`src/rtl/ir_packet_if.sv`:
```
// Bundle of the IR receiver pin and decoded-packet status signals.
// master: the decoder (reads ir_in, drives status).
// slave:  the board side (drives ir_in, reads status).
// The filter_car input exists only when IR_CAR_FILTER_EN is defined.
interface ir_packet_if;
   logic       ir_in;
`ifdef IR_CAR_FILTER_EN
   logic [1:0] filter_car;
`endif
   logic [1:0] car_id;
   logic [3:0] command;
   logic       packet_valid;
   logic       packet_err;
   logic       busy;

   modport master (
      input  ir_in,
`ifdef IR_CAR_FILTER_EN
      input  filter_car,
`endif
      output car_id,
      output command,
      output packet_valid,
      output packet_err,
      output busy
   );

   modport slave (
      output ir_in,
`ifdef IR_CAR_FILTER_EN
      output filter_car,
`endif
      input  car_id,
      input  command,
      input  packet_valid,
      input  packet_err,
      input  busy
   );
endinterface

```
`src/rtl/ir_packet_decoder.sv`:
```
// IR packet decoder: measures carrier bursts as rising-edge counts and walks
// START, car-select and four command bursts (right, left, backward, forward).
// Optional macro IR_CAR_FILTER_EN: packets whose car index differs from
// bus.filter_car are dropped silently.
//
// state   | meaning
// S_IDLE  | waiting for the first carrier edge
// S_START | measuring the START burst
// S_SEL   | measuring the car-select burst
// S_CMD   | measuring command burst idx_q (0=right .. 3=forward)
// S_DONE  | one-cycle packet completion, returns to idle
module ir_packet_decoder #(
   parameter int GAP_CYCLES    = 5000,
   parameter int FRAME_TIMEOUT = 200000,
   parameter int START_MIN     = 80,
   parameter int START_MAX     = 200,
   parameter int SEL_LEN_0     = 47,
   parameter int SEL_LEN_1     = 22,
   parameter int SEL_LEN_2     = 44,
   parameter int SEL_LEN_3     = 24,
   parameter int SEL_TOL       = 1,
   parameter int CMD_MIN       = 16,
   parameter int CMD_MAX       = 60,
   parameter int ASSERT_MIN    = 36
) (
   input  logic          clk,
   input  logic          reset,
   ir_packet_if.master   bus
);

   localparam int GAP_W = $clog2(GAP_CYCLES + 1);
   localparam int FT_W  = $clog2(FRAME_TIMEOUT + 1);
   localparam int SEL_LEN [4] = '{SEL_LEN_0, SEL_LEN_1, SEL_LEN_2, SEL_LEN_3};

   typedef enum logic [2:0] {S_IDLE, S_START, S_SEL, S_CMD, S_DONE} state_t;

   state_t           state_q, state_d;
   logic             ir_s1_q, ir_s1_d, ir_s2_q, ir_s2_d, ir_s3_q, ir_s3_d;
   logic [7:0]       edge_cnt_q, edge_cnt_d;
   logic [GAP_W-1:0] gap_cnt_q, gap_cnt_d;
   logic [FT_W-1:0]  frame_cnt_q, frame_cnt_d;
   logic [1:0]       idx_q, idx_d;
   logic [1:0]       car_tmp_q, car_tmp_d;
   logic [3:0]       cmd_tmp_q, cmd_tmp_d;
   logic [1:0]       car_id_q, car_id_d;
   logic [3:0]       command_q, command_d;
   logic             valid_q, valid_d;
   logic             err_q, err_d;

   logic             edge_det, burst_end, timeout, accept, sel_hit, cmd_bit;
   logic [1:0]       sel_car;
   int               n_i;

   // Next-state logic: edge/gap measurement, frame timer and packet walk.
   always_comb begin
      ir_s1_d     = bus.ir_in;
      ir_s2_d     = ir_s1_q;
      ir_s3_d     = ir_s2_q;
      edge_det    = ir_s2_q & ~ir_s3_q;
      burst_end   = (gap_cnt_q == '0) && (edge_cnt_q != 8'd0);
      n_i         = int'({24'd0, edge_cnt_q});
      timeout     = ((state_q == S_SEL) || (state_q == S_CMD)) && (frame_cnt_q == '0);
      cmd_bit     = (n_i >= ASSERT_MIN);

      // Scan downwards so the lowest matching car index wins.
      sel_hit = 1'b0;
      sel_car = 2'd0;
      for (int k = 3; k >= 0; k--) begin
         if ((n_i >= SEL_LEN[k] - SEL_TOL) && (n_i <= SEL_LEN[k] + SEL_TOL)) begin
            sel_hit = 1'b1;
            sel_car = 2'(k);
         end
      end

`ifdef IR_CAR_FILTER_EN
      accept = (car_tmp_q == bus.filter_car);
`else
      accept = 1'b1;
`endif

      gap_cnt_d = edge_det ? GAP_W'(GAP_CYCLES)
                : (gap_cnt_q == '0) ? '0 : gap_cnt_q - GAP_W'(1);

      // An edge coinciding with burst end starts the next burst.
      if (burst_end)
         edge_cnt_d = edge_det ? 8'd1 : 8'd0;
      else if (edge_det && (edge_cnt_q != 8'hFF))
         edge_cnt_d = edge_cnt_q + 8'd1;
      else
         edge_cnt_d = edge_cnt_q;

      // Frame timer only runs between bursts of an open packet.
      if (edge_det || !((state_q == S_SEL) || (state_q == S_CMD)))
         frame_cnt_d = FT_W'(FRAME_TIMEOUT);
      else if (frame_cnt_q != '0)
         frame_cnt_d = frame_cnt_q - FT_W'(1);
      else
         frame_cnt_d = frame_cnt_q;

      state_d   = state_q;
      idx_d     = idx_q;
      car_tmp_d = car_tmp_q;
      cmd_tmp_d = cmd_tmp_q;
      car_id_d  = car_id_q;
      command_d = command_q;
      valid_d   = 1'b0;
      err_d     = 1'b0;

      case (state_q)
         S_IDLE: begin
            if (edge_det || (edge_cnt_q != 8'd0))
               state_d = S_START;
         end
         S_START: begin
            if (burst_end) begin
               if ((n_i >= START_MIN) && (n_i <= START_MAX)) begin
                  state_d = S_SEL;
               end else begin
                  err_d   = 1'b1;
                  state_d = S_IDLE;
               end
            end
         end
         S_SEL: begin
            if (burst_end) begin
               if (sel_hit) begin
                  car_tmp_d = sel_car;
                  cmd_tmp_d = 4'd0;
                  idx_d     = 2'd0;
                  state_d   = S_CMD;
               end else begin
                  err_d   = 1'b1;
                  state_d = S_IDLE;
               end
            end else if (timeout) begin
               err_d   = 1'b1;
               state_d = S_IDLE;
            end
         end
         S_CMD: begin
            if (burst_end) begin
               if ((n_i < CMD_MIN) || (n_i > CMD_MAX)) begin
                  err_d   = 1'b1;
                  state_d = S_IDLE;
               end else begin
                  cmd_tmp_d[idx_q] = cmd_bit;
                  if (idx_q == 2'd3) begin
                     // Outputs load here so they and the pulse appear in the DONE cycle.
                     if (accept) begin
                        car_id_d  = car_tmp_q;
                        command_d = {cmd_bit, cmd_tmp_q[2:0]};
                        valid_d   = 1'b1;
                     end
                     state_d = S_DONE;
                  end else begin
                     idx_d = idx_q + 2'd1;
                  end
               end
            end else if (timeout) begin
               err_d   = 1'b1;
               state_d = S_IDLE;
            end
         end
         S_DONE:  state_d = S_IDLE;
         default: state_d = S_IDLE;
      endcase
   end

   // State and counter registers with synchronous reset.
   always_ff @(posedge clk) begin
      if (reset) begin
         state_q     <= S_IDLE;
         ir_s1_q     <= 1'b0;
         ir_s2_q     <= 1'b0;
         ir_s3_q     <= 1'b0;
         edge_cnt_q  <= 8'd0;
         gap_cnt_q   <= '0;
         frame_cnt_q <= '0;
         idx_q       <= 2'd0;
         car_tmp_q   <= 2'd0;
         cmd_tmp_q   <= 4'd0;
         car_id_q    <= 2'd0;
         command_q   <= 4'd0;
         valid_q     <= 1'b0;
         err_q       <= 1'b0;
      end else begin
         state_q     <= state_d;
         ir_s1_q     <= ir_s1_d;
         ir_s2_q     <= ir_s2_d;
         ir_s3_q     <= ir_s3_d;
         edge_cnt_q  <= edge_cnt_d;
         gap_cnt_q   <= gap_cnt_d;
         frame_cnt_q <= frame_cnt_d;
         idx_q       <= idx_d;
         car_tmp_q   <= car_tmp_d;
         cmd_tmp_q   <= cmd_tmp_d;
         car_id_q    <= car_id_d;
         command_q   <= command_d;
         valid_q     <= valid_d;
         err_q       <= err_d;
      end
   end

   assign bus.car_id       = car_id_q;
   assign bus.command      = command_q;
   assign bus.packet_valid = valid_q;
   assign bus.packet_err   = err_q;
   assign bus.busy         = (state_q != S_IDLE);

endmodule

```
`src/flat_wrapper.sv`:
```
// flat-port wrapper written by rule: the top's interface ports become plain ports
module ir_packet_decoder_flat 
#(
   parameter int GAP_CYCLES    = 5000,
   parameter int FRAME_TIMEOUT = 200000,
   parameter int START_MIN     = 80,
   parameter int START_MAX     = 200,
   parameter int SEL_LEN_0     = 47,
   parameter int SEL_LEN_1     = 22,
   parameter int SEL_LEN_2     = 44,
   parameter int SEL_LEN_3     = 24,
   parameter int SEL_TOL       = 1,
   parameter int CMD_MIN       = 16,
   parameter int CMD_MAX       = 60,
   parameter int ASSERT_MIN    = 36
)
  (clk, reset, bus_ir_in, bus_car_id, bus_command, bus_packet_valid, bus_packet_err, bus_busy);
  ir_packet_if bus_i ();
  input  logic clk;
  input  logic reset;
  input wire logic [$bits(bus_i.ir_in)-1:0] bus_ir_in;
  output wire logic [$bits(bus_i.car_id)-1:0] bus_car_id;
  output wire logic [$bits(bus_i.command)-1:0] bus_command;
  output wire logic [$bits(bus_i.packet_valid)-1:0] bus_packet_valid;
  output wire logic [$bits(bus_i.packet_err)-1:0] bus_packet_err;
  output wire logic [$bits(bus_i.busy)-1:0] bus_busy;
  assign bus_i.ir_in = bus_ir_in;
  assign bus_car_id = bus_i.car_id;
  assign bus_command = bus_i.command;
  assign bus_packet_valid = bus_i.packet_valid;
  assign bus_packet_err = bus_i.packet_err;
  assign bus_busy = bus_i.busy;
  ir_packet_decoder #(.GAP_CYCLES(GAP_CYCLES), .FRAME_TIMEOUT(FRAME_TIMEOUT), .START_MIN(START_MIN), .START_MAX(START_MAX), .SEL_LEN_0(SEL_LEN_0), .SEL_LEN_1(SEL_LEN_1), .SEL_LEN_2(SEL_LEN_2), .SEL_LEN_3(SEL_LEN_3), .SEL_TOL(SEL_TOL), .CMD_MIN(CMD_MIN), .CMD_MAX(CMD_MAX), .ASSERT_MIN(ASSERT_MIN)) u_core (.clk(clk), .reset(reset), .bus(bus_i));
endmodule
```
`config.mk`:
```
export PLATFORM = sky130hd
export DESIGN_NAME = ir_packet_decoder_flat
export DESIGN_NICKNAME = d
export VERILOG_FILES = /design/src/rtl/ir_packet_if.sv /design/src/rtl/ir_packet_decoder.sv /design/src/flat_wrapper.sv
export SDC_FILE = /design/constraint.sdc
export NUM_CORES = 1
export LEC_CHECK = 0
export CAP_MARGIN = 20
export CORE_MARGIN = 5
export CORE_UTILIZATION = 36
export CTS_BUF_LIST = sky130_fd_sc_hd__clkbuf_4
export CTS_CLUSTER_SIZE = 8
export DETAILED_ROUTE_END_ITERATION = 7
export GPL_ROUTABILITY_DRIVEN = 1
export PLACE_DENSITY_LB_ADDON = 0.15
export REMOVE_ABC_BUFFERS = 1
export SLEW_MARGIN = 25
export SYNTH_ARGS = -nofsm -noshare
export SYNTH_HDL_FRONTEND = slang
export SYNTH_SLANG_ARGS = --single-unit
export TNS_END_PERCENT = 5
```
`constraint.sdc`:
```
create_clock -name clk -period 3.1 [get_ports clk]
set_input_delay 0.62 -clock clk [delete_from_list [all_inputs] [get_ports clk]]
set_output_delay 0.62 -clock clk [all_outputs]
set_load 0.02 [all_outputs]
```
==> metrics <==
post-CTS sizing=0; cell count after synthesis=351; area delta synth->final=11.8%; Sum Neg Setup Slack=0 ns; WS Path Type=flop to output pin; CTS tree=done; worst skew pair latency=between 0.3 and 0.4 ns; top-area cell type share of the netlist area=0.386; EDFF count, synth=0; Final Hold Vio Count=0; Max Clock Freq=between 300 and 400 MHz; synth top area cells=dfxtp_1 (39%), nor2_1 (5.8%), xnor2_1 (4.5%); starting density of the core=0.363; largest net degree at the start of global routing=37; DRT antenna net count=0; crit share post-route=0.810; Num CTS Buffers=9; crit path DAT=1.89 ns; Critical Path Source Type=flop; leakage power=1.31 nW; Power Density=a little under 600 mW/mm²; library cells used by synthesis=just over 60; Post-route DRC=0; diodes inserted=0; maximum vdd drop=roughly 0.00025 V; first-pass GRT wire length=11200 µm; port buffer count=11; synth warn=0; Slew headroom=0.566; pins over their slew limit=0; CTS Hold Bufs=0; Final GP Congestion=0.793; Post-synth ARST share=0; Synth area leader=dfxtp_1; count of TritonRoute iterations in the first routing pass=4; Routed WL=6500 µm; sequential area share after synthesis=0.386; Worst Path Max Fanout=14; vias=2464; final instance area=0.00348 mm²; Clock Skews=between 0.008 and 0.009 ns; vias in the first global route=2402; floorplan row count=34; Mapped Avg Cell Area=8.88 µm²; setup bufs post-CTS=0; status=finished clean; max cap viols=0; DRT iter0 DRCs=77; Remaining Overflow, GRT=0; hold crit path type=flop to flop; die width=103 µm; CORE AREA=0.00859 mm²; I/O pin count=12; vias per cell=between 5 and 6; most common library cells after synthesis=dfxtp_1 (60), nor2_1 (48), xnor2_1 (16), a21oi_1 (14), nor3_1 (13); Slew @ Worst Pin=roughly 0.65 ns; top-count cell post-synth=dfxtp_1; number of synthesized register bits=60; RSZ-0062 raised after global routing=no; layout cells sized above 1=0.0874; Cell Area, Placed=roughly 0.0033 mm²; mapped cell area=0.00312 mm²; Final setup viols=0; clock slew at reported path FFs=0.10 ns; clock root cell=clkbuf_4; ys flop type=dfxtp_1; WHS=0.447 ns; Sink Count=60; die height=approximately 100 µm; Final nets=375; fill count=about 900; end-of-flow core utilization=0.405; Max clock buf depth=2; initial antenna violation count=0; crit end category=output pin; die footprint=0.0106 mm²; H-tree lvl count=3; Tmin final=2.51 ns; hpwl dp=between 4000 and 5000 µm; WL/cell=13.7 µm; GRT Util Overall=0.134; Critical Path RT=2.48 ns
-- cells in the final DEF (no fill, tap or decap), types with 3 or more instances in the layout --
master and count:
clkinvlp_4 3, or3_1 10, o22ai_1 4, nand3_1 9, clkdlybuf4s50_1 11, nor4_1 8
ha_1 11, mux2i_1 8, xor2_1 12, a21oi_1 14, nor2b_1 8, nor3b_1 3
dfxtp_1 60, o21ai_0 10, a21boi_0 4, nand4_1 9, xnor2_1 16, a22o_1 3
nand3b_1 3, nand2b_1 11, and3_1 4, inv_1 11, clkbuf_4 9, nor3_1 13
nor2_1 48, nand2_1 12
-- metal layers --
metal  up-vias  share of wire  routed length [µm]  GRT usage
met5         -              0                   0          0
met1      1148           0.48                3140      0.170
li1       1276              -                   -          -
met4         0         0.0080                  52     0.0359
met2        36           0.47                3080      0.219
met3         4          0.035                 227     0.0447
-- worst max-delay path, cell delays in order (launching register included) --
cell,delay [ns]
dfxtp_1,0.46
or3_1,0.48
clkdlybuf4s50_1,0.56
-- final cells by class --
class | count | area, µm² | area share
Inverter | 11 | 41.3 | 0.0119
Multi-Input combinational cell | 266 | 1810 | 0.519
Clock inverter | 7 | 91.3 | 0.0262
Timing Repair Buffer | 13 | 138 | 0.0395
Sequential cell | 60 | 1200 | 0.345
Tap cell | 108 | 135 | 0.0388
Clock buffer | 9 | 67.6 | 0.0194
-- registers in the layout, indices dropped and copies added (netlist names), 2 cells and up --
signal,flops
u_core.cmd_tmp_q,3
u_core.car_tmp_q,2
u_core.idx_q,2
u_core.bus.car_id,2
u_core.frame_cnt_q,18
u_core.bus.command,4
u_core.state_q,3
u_core.edge_cnt_q,8
u_core.gap_cnt_q,13
-- stage by stage --
step	setup WS [ns]	cells	power, W
after global routing	0.373	474	0.00219
after CTS	0.555	474	0.00208
after floorplan	0.933	337	0.00132
after detailed placement	0.687	458	0.00144
after global placement	0.738	458	0.00144
final	0.589	474	0.00204
-- power breakdown --
part / switching, W / internal, W
logic: 0.000266 / 0.000217
registers: 0.0000884 / 0.000851
clock network: 0.000299 / 0.000322
-- worst paths after layout --
path / cells past startpoint / to / slack (ns) / start
setup / recovery: 2 / bus_busy / 0.59 / u_core.state_q[0]
hold / removal: 1 / u_core.ir_s2_q / 0.45 / u_core.ir_s1_q
setup reg to reg: 8 / u_core.cmd_tmp_q[2] / 0.68 / u_core.gap_cnt_q[0]
hold reg to reg: 1 / u_core.ir_s2_q / 0.45 / u_core.ir_s1_q
-- cells by family (layout without fill, tap and decap cells) --
logic type                 Yosys count  count (layout)  synth area share
buffers and inverters               25              40            0.0337
and+or+nand+nor                    160             160             0.290
xor gates and xnor gates            28              28            0.0787
AOI/OAI and AO/OA                   58              58             0.138
DFF                                 60              60             0.386
muxes                                9               9            0.0293
adders and majority gates           11              11            0.0442
Note: power is estimated with default switching activity, not from simulation.
